`src/rtl/dmem_arb_pkg.sv`:
```
// Shared types for the data-memory arbiter between the MEM stage and the SPI loader.
// Optional round-robin arbitration is enabled with DMEM_ARB_RR_EN.
package dmem_arb_pkg;

  typedef enum logic [1:0] {
    OWN_NONE,
    OWN_CORE,
    OWN_SPI
  } owner_e;

  typedef enum logic [1:0] {
    S_IDLE,
    S_CORE,
    S_SPI
  } state_e;

  localparam int unsigned LOCK_MAX_DEF = 8;
  localparam int unsigned LOCK_CW = $clog2(LOCK_MAX_DEF + 1);

  function automatic int unsigned cnt_w(input int unsigned lmax);
    return $clog2(lmax + 1);
  endfunction

endpackage

```
`src/rtl/dmem_rsp_route.sv`:
```
// One-deep read response register: remembers who issued the last read
// and steers the memory's 1-cycle-late data back to that requester.
module dmem_rsp_route
  import dmem_arb_pkg::*;
#(
  parameter int DW = 32
) (
  input  logic          clk,
  input  logic          rst_n,
  input  logic          rd_core_i,
  input  logic          rd_spi_i,
  input  logic [DW-1:0] mem_rdata_i,
  output logic          core_rvalid_o,
  output logic          spi_rvalid_o,
  output logic [DW-1:0] rdata_o
);

  owner_e        pend_q;
  owner_e        pend_d;
  logic [DW-1:0] rdata_q;

  always_comb begin
    pend_d = OWN_NONE;
    unique case (1'b1)
      rd_core_i: pend_d = OWN_CORE;
      rd_spi_i:  pend_d = OWN_SPI;
      default:   pend_d = OWN_NONE;
    endcase
  end

  always_ff @(posedge clk or negedge rst_n) begin
    if (!rst_n) begin
      pend_q  <= OWN_NONE;
      rdata_q <= '0;
    end else begin
      pend_q <= pend_d;
      if (pend_q != OWN_NONE) rdata_q <= mem_rdata_i;
    end
  end

  assign core_rvalid_o = (pend_q == OWN_CORE);
  assign spi_rvalid_o  = (pend_q == OWN_SPI);
  // Live memory data on the response cycle, held copy otherwise.
  assign rdata_o = (pend_q != OWN_NONE) ? mem_rdata_i : rdata_q;

endmodule

```
`src/rtl/dmem_arbiter.sv`:
```
// Single-port data-memory arbiter: core MEM stage vs SPI loader, with SPI burst lock.
// Define DMEM_ARB_RR_EN for round-robin on unlocked contested cycles.
module dmem_arbiter
  import dmem_arb_pkg::*;
#(
  parameter int AW       = 32,
  parameter int DW       = 32,
  parameter int LOCK_MAX = 8
) (
  input  logic          clk,
  input  logic          rst,
  input  logic          core_req,
  input  logic          core_we,
  input  logic [AW-1:0] core_addr,
  input  logic [DW-1:0] core_wdata,
  output logic          core_ready,
  output logic          core_stall,
  output logic          core_rvalid,
  input  logic          spi_req,
  input  logic          spi_lock,
  input  logic          spi_we,
  input  logic [AW-1:0] spi_addr,
  input  logic [DW-1:0] spi_wdata,
  output logic          spi_ready,
  output logic          spi_rvalid,
  output logic [DW-1:0] rdata,
  output logic          mem_en,
  output logic          mem_we,
  output logic [AW-1:0] mem_addr,
  output logic [DW-1:0] mem_wdata,
  input  logic [DW-1:0] mem_rdata
);

  localparam int CW = cnt_w(LOCK_MAX);

  state_e        state_q;
  state_e        state_d;
  logic [CW-1:0] cnt_q;
  logic [CW-1:0] cnt_d;
  logic          lock_act;
  logic          rr_spi;
  logic          spi_pick;
  logic          core_gnt;
  logic          spi_gnt;

`ifdef DMEM_ARB_RR_EN
  owner_e        last_q;
  owner_e        last_d;

  assign rr_spi = (last_q == OWN_CORE);

  always_comb begin
    last_d = last_q;
    if (core_gnt) last_d = OWN_CORE;
    else if (spi_gnt) last_d = OWN_SPI;
  end

  always_ff @(posedge clk or negedge rst) begin
    if (!rst) last_q <= OWN_CORE;
    else      last_q <= last_d;
  end
`else
  assign rr_spi = 1'b0;
`endif

  assign lock_act = (state_q == S_SPI) & spi_lock
                  & (cnt_q < CW'(LOCK_MAX));
  assign spi_pick = core_req & spi_req & (lock_act | rr_spi);
  assign core_gnt = rst & core_req & ~spi_pick;
  assign spi_gnt  = rst & spi_req & ~core_gnt;

  assign core_ready = core_gnt;
  assign spi_ready  = spi_gnt;
  assign core_stall = rst & core_req & ~core_gnt;

  always_comb begin
    mem_en    = 1'b0;
    mem_we    = 1'b0;
    mem_addr  = '0;
    mem_wdata = '0;
    unique case (1'b1)
      core_gnt: begin
        mem_en    = 1'b1;
        mem_we    = core_we;
        mem_addr  = core_addr;
        mem_wdata = core_wdata;
      end
      spi_gnt: begin
        mem_en    = 1'b1;
        mem_we    = spi_we;
        mem_addr  = spi_addr;
        mem_wdata = spi_wdata;
      end
      default: ;
    endcase
  end

  always_comb begin
    state_d = S_IDLE;
    if (core_gnt) state_d = S_CORE;
    else if (spi_gnt) state_d = S_SPI;
  end

  // Only contested beats inside an SPI run consume the lock budget.
  always_comb begin
    cnt_d = cnt_q;
    if (core_gnt || !spi_lock)
      cnt_d = '0;
    else if (spi_gnt && core_req && state_q == S_SPI)
      cnt_d = cnt_q + CW'(1);
  end

  always_ff @(posedge clk or negedge rst) begin
    if (!rst) begin
      state_q <= S_IDLE;
      cnt_q   <= '0;
    end else begin
      state_q <= state_d;
      cnt_q   <= cnt_d;
    end
  end

  dmem_rsp_route #(.DW(DW)) u_rsp (
    .clk          (clk),
    .rst_n        (rst),
    .rd_core_i    (core_gnt & ~core_we),
    .rd_spi_i     (spi_gnt & ~spi_we),
    .mem_rdata_i  (mem_rdata),
    .core_rvalid_o(core_rvalid),
    .spi_rvalid_o (spi_rvalid),
    .rdata_o      (rdata)
  );

endmodule

```
`config.mk`:
```
export PLATFORM = sky130hd
export DESIGN_NAME = dmem_arbiter
export DESIGN_NICKNAME = d
export VERILOG_FILES = /design/src/rtl/dmem_arb_pkg.sv /design/src/rtl/dmem_rsp_route.sv /design/src/rtl/dmem_arbiter.sv
export SDC_FILE = /design/constraint.sdc
export NUM_CORES = 1
export LEC_CHECK = 0
export ABC_AREA = 1
export CORE_AREA = 2 2 104 106
export DETAILED_ROUTE_END_ITERATION = 16
export DIE_AREA = 0 0 106 108
export PLACE_DENSITY_LB_ADDON = 0.1
export SLEW_MARGIN = 0
export SYNTH_ARGS = -nofsm -noshare
export SYNTH_HDL_FRONTEND = slang
export SYNTH_SLANG_ARGS = --single-unit
```
`constraint.sdc`:
```
create_clock -name clk -period 2 [get_ports clk]
set_input_delay 0.4 -clock clk [delete_from_list [all_inputs] [get_ports clk]]
set_output_delay 0.4 -clock clk [all_outputs]
set_load 0.005 [all_outputs]
```
==> impl_metrics.tcl, run 1 <==
set metrics [dict create \
    ys_ff_latch 40 \
    cp-start-kind "flop" \
    clk_pin_slew_ps 80 \
    wl_um 13850 \
    holdWs_ps 57.36 \
    synth_cell_types 17 \
    cp_max_fo 8 \
    clk_path_buf_depth 2 \
    via_per_inst 4.570 \
    cp.arrival_ps 1790 \
    max-cap-violations 0 \
    hpwl_um 9204 \
    grt_pass1_wl_um 20010 \
    dp.cells 753 \
    nets 849 \
    ctsRootBufferMaster "clkbuf_8" \
    dr.pass1.iters 4 \
    place.gp.congestion 0.8235 \
    fin_util_pct 66.09 \
    power.total_mw 3.084 \
    syn_inst 346 \
    synth-warning-count 0 \
    p_sw_share_pct 29.13 \
    setup_viol 70 \
    dieArea_mm2 0.01145 \
    antenna_found_initial 1 \
    holdCritPathClass "primary input to async pin" \
    synth.top_cells.by_area "dfrtp_1 (38%), nand2_1 (21%), mux2_2 (14%)" \
    hold_viol_final 0 \
    layout.cells.non_filler 818 \
    pin_count 270 \
    ir_drop_mv 0.2660 \
    wl_per_cell_um 16.93 \
    start_util_pct 25.58 \
    period_share_pct 109.5 \
    seqPwrFrac_pct 32.0 \
    grt_max_degree 35 \
    drive_gt1_share_pct 48.39 \
    pre_cts_ws_ps -600.4 \
    cts_max_level 2 \
    cts_tree "built" \
    internal_power_mw 2.186 \
    clk_latency_ps 290 \
    rows 37 \
    endpoint_kind "output pin" \
    violations "setup timing" \
    power.switching_mw 0.8984 \
    max-slew-margin-rel_pct 70.54 \
    synth_top_cell_by_area "dfrtp_1" \
    power.density_mw_per_mm2 456.2 \
    vias 3738 \
    max_freq_mhz 456.4 \
    grt_usage_pct 22.51 \
    cp.required_ps 1600 \
    timing.final.max_slew_violations 0 \
    synth_area_mm2 0.002618 \
    seqCellArea_mm2 0.001001 \
    io_buffers 269 \
    syn_to_final_growth_pct 158.3 \
    worst_slack_ps -190.9 \
    p_leak_nw 3.503 \
    fin_area_mm2 0.006761 \
    cts-buffers-inserted 5 \
    drtIter0Drc 145 \
    grt_overflow 0 \
    worst_slew_pin_slew_ps 441.9 \
    combPwrFrac_pct 50.7 \
    rsz0062_at_grt "yes" \
    synth_top_area_share_pct 38.24 \
    ant_nets 0 \
    n_antenna_cell 0 \
    path_class "flop to output pin" \
    power.share.clock_pct 17.3 \
    clock_sinks 40 \
    ys_seq_area_share_pct 38.24 \
    n_fill_cell 862 \
    fin_skew_ps 9.398 \
    grt_pass1_vias 3919 \
    die_h_um 108 \
    fin_crit_ps 2191 \
    core_area_mm2 0.01023 \
    status "finished with violations" \
    multi_input_area_mm2 0.001931 \
    avgSynthCellArea_um2 7.565 \
    route.detailed.drc 0 \
    synth.net_count 514 \
    die_w_um 106 \
    tns_ps -6022 \
    post_dp_cell_area_mm2 0.005609 \
]
-- final timing paths --
| path | start | to | slack, ps | depth (start not counted) |
|---|---|---|---|---|
| setup / recovery | cnt_q[3] | mem_wdata[11] | -190 | 11 |
| hold / removal | rst | state_q[0] | 60 | 2 |
| setup reg to reg | state_q[1] | state_q[1] | 560 | 9 |
| hold reg to reg | u_rsp.rdata_q[9] | u_rsp.rdata_q[9] | 500 | 1 |
| max in group asynchronous | rst | u_rsp.rdata_q[21] | 1470 | 2 |
| min in group clk | u_rsp.rdata_q[9] | u_rsp.rdata_q[9] | 500 | 1 |
-- state kept, by name, indices dropped and copies added, names as in the netlist --
| register | flops |
|---|---|
| cnt_q | 4 |
| u_rsp.pend_q | 2 |
| state_q | 2 |
| u_rsp.rdata_q | 32 |
-- cells in the mapped netlist (all sizes together) --
cell type	instances
nor3	1
nand4	3
buf	22
nor2	12
nand3	72
nand2	144
mux2	32
clkbuf	3
ha	1
o21bai	1
dfrtp	40
inv	15
-- critical path: stages (launching register included) --
cell and delay [ps]:
dfrtp_1 390, inv_2 80, nand3_4 80, buf_6 130
nor2_4 120, nor2_4 50, buf_12 160, buf_16 150
buf_12 120, nand2_2 40, nand2_1 40, buf_2 120
-- cells in the final DEF, fill, tap and decap left out, types with 2 or more instances in the layout --
cell type	instances
inv_1	11
nand2_1	65
nor2_1	9
clkbuf_8	5
buf_16	11
nand4_1	3
nand2_4	27
inv_2	3
buf_6	50
buf_2	53
buf_4	34
clkdlybuf4s50_1	164
buf_8	4
nand2_2	52
nand3_2	17
dfrtp_1	40
nand3_1	54
mux2_4	31
buf_12	15
dlygate4sd2_1	4
clkinv_2	2
nor2_4	3
clkbuf_2	18
-- power by group through the flow --
stage          logic (mW)  registers, mW  clock network [mW]
3_5_place_dp         1.29          0.990                   0
2_1_floorplan       0.391          0.978                   0
5_1_grt              1.67           1.00               0.597
4_1_cts              1.48          0.982               0.556
6_report             1.56          0.986               0.535
3_3_place_gp         1.27          0.982                   0
-- repair_timing --
item / 4_1_cts / 5_1_grt
hold buffers: 0 / 0
setup endpoints to repair: 101 / 100
gates resized for setup: 473 / 150
pin swaps: 25 / 35
gates cloned: 16 / 0
setup buffers: 33 / 17
-- cells by family after synthesis --
group / count (synthesis) / synth area share, %
mux: 32 / 13.77
flops: 40 / 38.24
buf+inv: 40 / 8.891
simple gates: 232 / 37.91
compound gates: 1 / 0.7171
fa+ha+maj: 1 / 0.4779
-- layout make-up --
class	instances	share of cell area (%)
clock buffer	5	1.018
clock inverter	3	0.2776
inverter	15	0.8697
multi-input combinational	266	28.55
sequential	40	14.80
tap	136	2.517
timing repair buffer	353	51.96
-- layer usage --
metal	track usage (%)	vias up	routed length [um]
li1	-	1794	-
met4	7.613	2	418
met3	5.485	34	1023
met5	0	-	13
met1	25.37	1738	5093
met2	41.61	170	7299
No activity file was read; power rests on OpenSTA's default activity.
==> inputs of run 2 (changes only) <==
--- a/config.mk
+++ b/config.mk
@@ -6,10 +6,12 @@
 export NUM_CORES = 1
 export LEC_CHECK = 0
 export ABC_AREA = 1
+export ABC_CLOCK_PERIOD_IN_PS = 2000
 export CORE_AREA = 2 2 104 106
 export DETAILED_ROUTE_END_ITERATION = 16
 export DIE_AREA = 0 0 106 108
 export PLACE_DENSITY_LB_ADDON = 0.1
+export SKIP_CTS_REPAIR_TIMING = 1
 export SLEW_MARGIN = 0
 export SYNTH_ARGS = -nofsm -noshare
 export SYNTH_HDL_FRONTEND = slang
==> run 2 against run 1 <==
  * The flow still finishes with violations (setup timing)
  * Non-clock buffer count grew 14
  * Worst hold slack better by 2.6 ps
  * Maximum frequency down 2.6%
  * Die area did not move
  * Clock-buffer cell count unchanged
  * Sequential cell count unchanged
  * Critical path type unchanged
  * Critical endpoint is now mem_wdata[25]
  * Highest routed layer unchanged
==> impl_metrics.tcl, run 2 (synthesis results as in run 1) <==
set metrics [dict create \
    status "finished with violations" \
    violations "setup timing" \
    p_sw_share_pct 28.25 \
    grt_overflow 0 \
    antenna_found_initial 1 \
    syn_to_final_growth_pct 146.1 \
    cp_top_family "buffers and inverters" \
    power.density_mw_per_mm2 458.0 \
    n_antenna_cell 0 \
    grt_usage_pct 18.53 \
    clock_sinks 40 \
    reg_top3 "u_rsp.rdata_q: 32 flops, cnt_q: 4 flops" \
    max_freq_mhz 444.7 \
    r2r_setup_slack_ps 380 \
    grt_pass1_vias 3382 \
    ir_drop_mv 0.3611 \
    drtIter0Drc 165 \
    fin_crit_ps 2249 \
    path_class "flop to output pin" \
    endpoint_kind "output pin" \
    vias 3729 \
    r2r_end "u_rsp.rdata_q[20]" \
    cts_tree "built" \
    ctsRootBufferMaster "clkbuf_8" \
    final_cell_mix "clkdlybuf4s50_1 (164), nand2_1 (127), nand3_1 (55), buf_4 (55), clkbuf_2 (49)" \
    wl_um 13380 \
    power.share.clock_pct 18.2 \
    worst_slew_pin_slew_ps 450.6 \
    layout.cells.non_filler 832 \
    fin_skew_ps 14.15 \
    power.total_mw 2.951 \
    path_buf_inv 7 \
    cp.arrival_ps 1850 \
    reg2regPathDepth 7 \
    setup_viol 75 \
    rows 37 \
    grt_max_degree 35 \
    dieArea_mm2 0.01145 \
    internal_power_mw 2.117 \
    wl_per_cell_um 16.08 \
    dp.cells 753 \
    cp.depth 11 \
    nets 863 \
    fin_util_pct 62.97 \
    core_area_mm2 0.01023 \
    cp-startpoint "cnt_q[3]" \
    path_common_cell "buf_6" \
    p_leak_nw 3.534 \
    n_fill_cell 910 \
    rsz0062_at_grt "yes" \
    max-cap-violations 0 \
    hpwl_um 9204 \
    route.detailed.drc 0 \
    clk_latency_ps 290 \
    slowest_stage "dfrtp_1" \
    cts_max_level 2 \
    cp_max_fo 7 \
    endpoint "mem_wdata[25]" \
    period_share_pct 112.4 \
    io_buffers 269 \
    ant_nets 0 \
    die_h_um 108 \
    die_w_um 106 \
    grt_pass1_wl_um 16870 \
    clk_pin_slew_ps 80 \
    mostFrequentLayoutCell "clkdlybuf4s50_1" \
    largest_reg_flops 32 \
    timing.final.max_slew_violations 0 \
    clk_path_buf_depth 2 \
    power.switching_mw 0.8336 \
    via_per_inst 4.482 \
    cts-buffers-inserted 5 \
    holdCritPathClass "primary input to async pin" \
    worstReg2RegStart "u_rsp.pend_q[1]" \
    pin_count 270 \
    cp-start-kind "flop" \
    hold_viol_final 0 \
    dr.pass1.iters 4 \
    place.gp.congestion 0.8235 \
    max-slew-margin-rel_pct 69.96 \
    combPwrFrac_pct 48.5 \
    cp.required_ps 1600 \
    seqPwrFrac_pct 33.3 \
    drive_gt1_share_pct 37.07 \
    top_register "u_rsp.rdata_q" \
    start_util_pct 25.58 \
    worst_slack_ps -248.7 \
    path_cells "inv_2, nand3_4, o21bai_4, buf_12, clkbuf_16, buf_6, buf_6, buf_6, nand3_2, nand2_1, buf_2" \
    max_stage_delay_ps 390 \
]
run 2: cell types whose count changed in the layout (fill, tap and decap cells not counted), sizes merged:
cell and delta:
clkbuf +39, dlymetal6s2s +26, dlygate4sd2 -4, buf -47
run 2: area by class of cell:
type / count / area [um2] / area share, %
repair buffers: 367 / 3505 / 54.40
multi-input cells: 266 / 1623 / 25.19
flip-flops and latches: 40 / 1001 / 15.54
well taps: 136 / 170.2 / 2.641
clock buffers: 5 / 68.82 / 1.068
inverters: 15 / 56.30 / 0.8740
clock inverters: 3 / 18.77 / 0.2913
run 2: metrics by stage:
stage / TNS [ps] / setup slack, ps / cell area, um2 / hold slack (ps)
5_1_grt: -15290 / -339.7 / 6442 / 67.32
3_5_place_dp: -37430 / -600.4 / 5609 / 349.8
6_report: -7453 / -248.7 / 6442 / 59.98
2_1_floorplan: 0 / 395.2 / 2618 / 104.4
3_3_place_gp: -37540 / -603.1 / 5609 / 356.4
4_1_cts: -47270 / -604.2 / 5697 / 39.85
run 2: layer usage:
layer | GRT usage (%) | share of wire (%) | vias up | wire length, um
met2 | 33.09 | 52 | 172 | 7016
met4 | 6.015 | 2.5 | 2 | 333
li1 | - | - | 1820 | -
met1 | 20.98 | 37 | 1708 | 4994
met3 | 6.028 | 7.6 | 27 | 1018
met5 | 0 | 0.097 | - | 13
run 2: power by group through the flow:
| stage | clock (mW) | combinational [mW] | sequential [mW] |
|---|---|---|---|
| 5_1_grt | 0.595 | 1.54 | 0.997 |
| 6_report | 0.538 | 1.43 | 0.983 |
| 2_1_floorplan | 0 | 0.391 | 0.978 |
| 4_1_cts | 0.556 | 1.29 | 0.975 |
| 3_5_place_dp | 0 | 1.29 | 0.990 |
| 3_3_place_gp | 0 | 1.27 | 0.982 |
run 2: worst min path at each step:
stage | depth (start not counted) | end | slack (ps)
floorplan | 0 | cnt_q[0] | 100
global placement | 2 | cnt_q[2] | 360
detailed placement | 2 | cnt_q[2] | 350
CTS | 2 | state_q[1] | 40
global route | 2 | state_q[1] | 70
finish | 2 | cnt_q[2] | 60
==> inputs of run 3 (changes only) <==
--- a/config.mk
+++ b/config.mk
@@ -8,9 +8,10 @@
 export ABC_AREA = 1
 export ABC_CLOCK_PERIOD_IN_PS = 2000
 export CORE_AREA = 2 2 104 106
+export CTS_CLUSTER_DIAMETER = 30
 export DETAILED_ROUTE_END_ITERATION = 16
 export DIE_AREA = 0 0 106 108
-export PLACE_DENSITY_LB_ADDON = 0.1
+export PLACE_DENSITY = 0.79
 export SKIP_CTS_REPAIR_TIMING = 1
 export SLEW_MARGIN = 0
 export SYNTH_ARGS = -nofsm -noshare
==> run 3 against run 2 <==
  * The run still ends with setup timing left
  * Setup slack lost 1.2 ps
  * Non-clock buffer count shrank 9
  * Global-route usage is essentially flat
==> impl_metrics.tcl, run 3 (synthesis results as in run 1) <==
set metrics [dict create \
    grt_overflow 0 \
    wl_met2_um 7251 \
    grt_max_degree 49 \
    core_area_mm2 0.01023 \
    cp_max_fo 7 \
    mostFrequentLayoutCell "clkdlybuf4s50_1" \
    max-slew-margin-rel_pct 68.98 \
    power.total_mw 3.221 \
    antenna_found_initial 2 \
    die_h_um 108 \
    reg2regPathDepth 7 \
    dr.pass1.iters 4 \
    rows 37 \
    tns_ps -10470 \
    period_share_pct 112.5 \
    layout.cells.non_filler 824 \
    max_freq_mhz 444.5 \
    fin_area_mm2 0.006410 \
    clk_path_buf_depth 2 \
    pre_cts_ws_ps -635.9 \
    violations "setup timing" \
    n_fill_cell 866 \
    path_class "flop to output pin" \
    setup_viol 94 \
    holdCritPathClass "primary input to async pin" \
    start_util_pct 25.58 \
    drive_gt1_share_pct 37.99 \
    p_leak_nw 3.374 \
    grt_usage_pct 18.48 \
    via_per_inst 4.570 \
    timing.final.max_slew_violations 0 \
    wl_met1_um 5403 \
    fin_util_pct 62.65 \
    wl_met3_um 997 \
    cts_max_level 2 \
    dieArea_mm2 0.01145 \
    cp-start-kind "flop" \
    fin_skew_ps 7.580 \
    ctsRootBufferMaster "clkbuf_8" \
    nets 854 \
    clk_pin_slew_ps 80 \
    power.density_mw_per_mm2 502.5 \
    highest_layer "met4" \
    cts-buffers-inserted 5 \
    io_buffers 269 \
    max-cap-violations 0 \
    wl_um 13910 \
    hold_viol_final 0 \
    grt_pass1_wl_um 16980 \
    drtIter0Drc 214 \
    reg_top3 "u_rsp.rdata_q: 32 flops, cnt_q: 4 flops" \
    post_dp_cell_area_mm2 0.005542 \
    wl_per_cell_um 16.89 \
    fin_crit_ps 2250 \
    route.detailed.drc 0 \
    ant_nets 0 \
    clk_latency_ps 300 \
    top_register "u_rsp.rdata_q" \
    status "finished with violations" \
    worst_slack_ps -249.8 \
    final_cell_mix "clkdlybuf4s50_1 (164), nand2_1 (133), nand3_1 (56), buf_6 (51), clkbuf_2 (44)" \
    clock_sinks 40 \
    cp.arrival_ps 1850 \
    die_w_um 106 \
    cp.required_ps 1600 \
    grt_pass1_vias 3470 \
    holdWs_ps 69.23 \
    largest_reg_flops 32 \
    rsz0062_at_grt "yes" \
    endpoint_kind "output pin" \
    worst_slew_pin_slew_ps 465.3 \
    syn_to_final_growth_pct 144.9 \
    pin_count 270 \
    dp.cells 749 \
    place.gp.congestion 0.7824 \
    ir_drop_mv 0.2917 \
    vias 3766 \
    hpwl_um 9088 \
    cts_tree "built" \
]
run 3: cell count changes in the layout (fill, tap and decap cells not counted), sizes merged:
cell	before	now
clkbuf	62	59
buf	120	133
clkinv	3	1
diode	0	1
dlymetal6s2s	26	8
bufinv	0	1
run 3: final timing paths:
kind / start / to / slack [ps]
min reg2reg: u_rsp.rdata_q[7] / u_rsp.rdata_q[7] / 500
max: cnt_q[3] / mem_wdata[9] / -250
max in group asynchronous: rst / u_rsp.rdata_q[4] / 1420
min: rst / state_q[0] / 70
max reg2reg: u_rsp.pend_q[1] / u_rsp.rdata_q[27] / 460
min in group clk: u_rsp.rdata_q[7] / u_rsp.rdata_q[7] / 500
run 3: critical path, stage by stage (launching register included):
cell and delay [ps]:
dfrtp_1 400, inv_2 80, nand3_4 100, o21bai_4 210, buf_12 130, buf_6 90, clkbuf_16 140, buf_6 100
buf_6 90, nand3_2 50, nand2_1 60, buf_2 110
run 3: where the power goes:
group | internal, mW | switching (mW) | leakage [nW]
clock | 0.408 | 0.297 | 0.0614
combinational | 0.985 | 0.537 | 2.83
sequential | 0.943 | 0.0501 | 0.482
run 3: cell type report:
class                   count  area [um2]  share of cell area (%)
clock buffers               6       82.58                   1.288
well taps                 136       170.2                   2.655
repair buffers            358        3425                   53.43
clock inverters             2       38.79                  0.6051
diodes                      1       2.502                 0.03904
flip-flops and latches     40        1001                   15.62
inverters                  15       56.30                  0.8784
multi-input cells         266        1634                   25.49
run 3: per-layer routing:
metal / up-vias / global-route usage (%)
met4: 0 / 4.699
met2: 186 / 33.36
met3: 20 / 4.702
met1: 1763 / 21.97
li1: 1797 / -
met5: - / 0
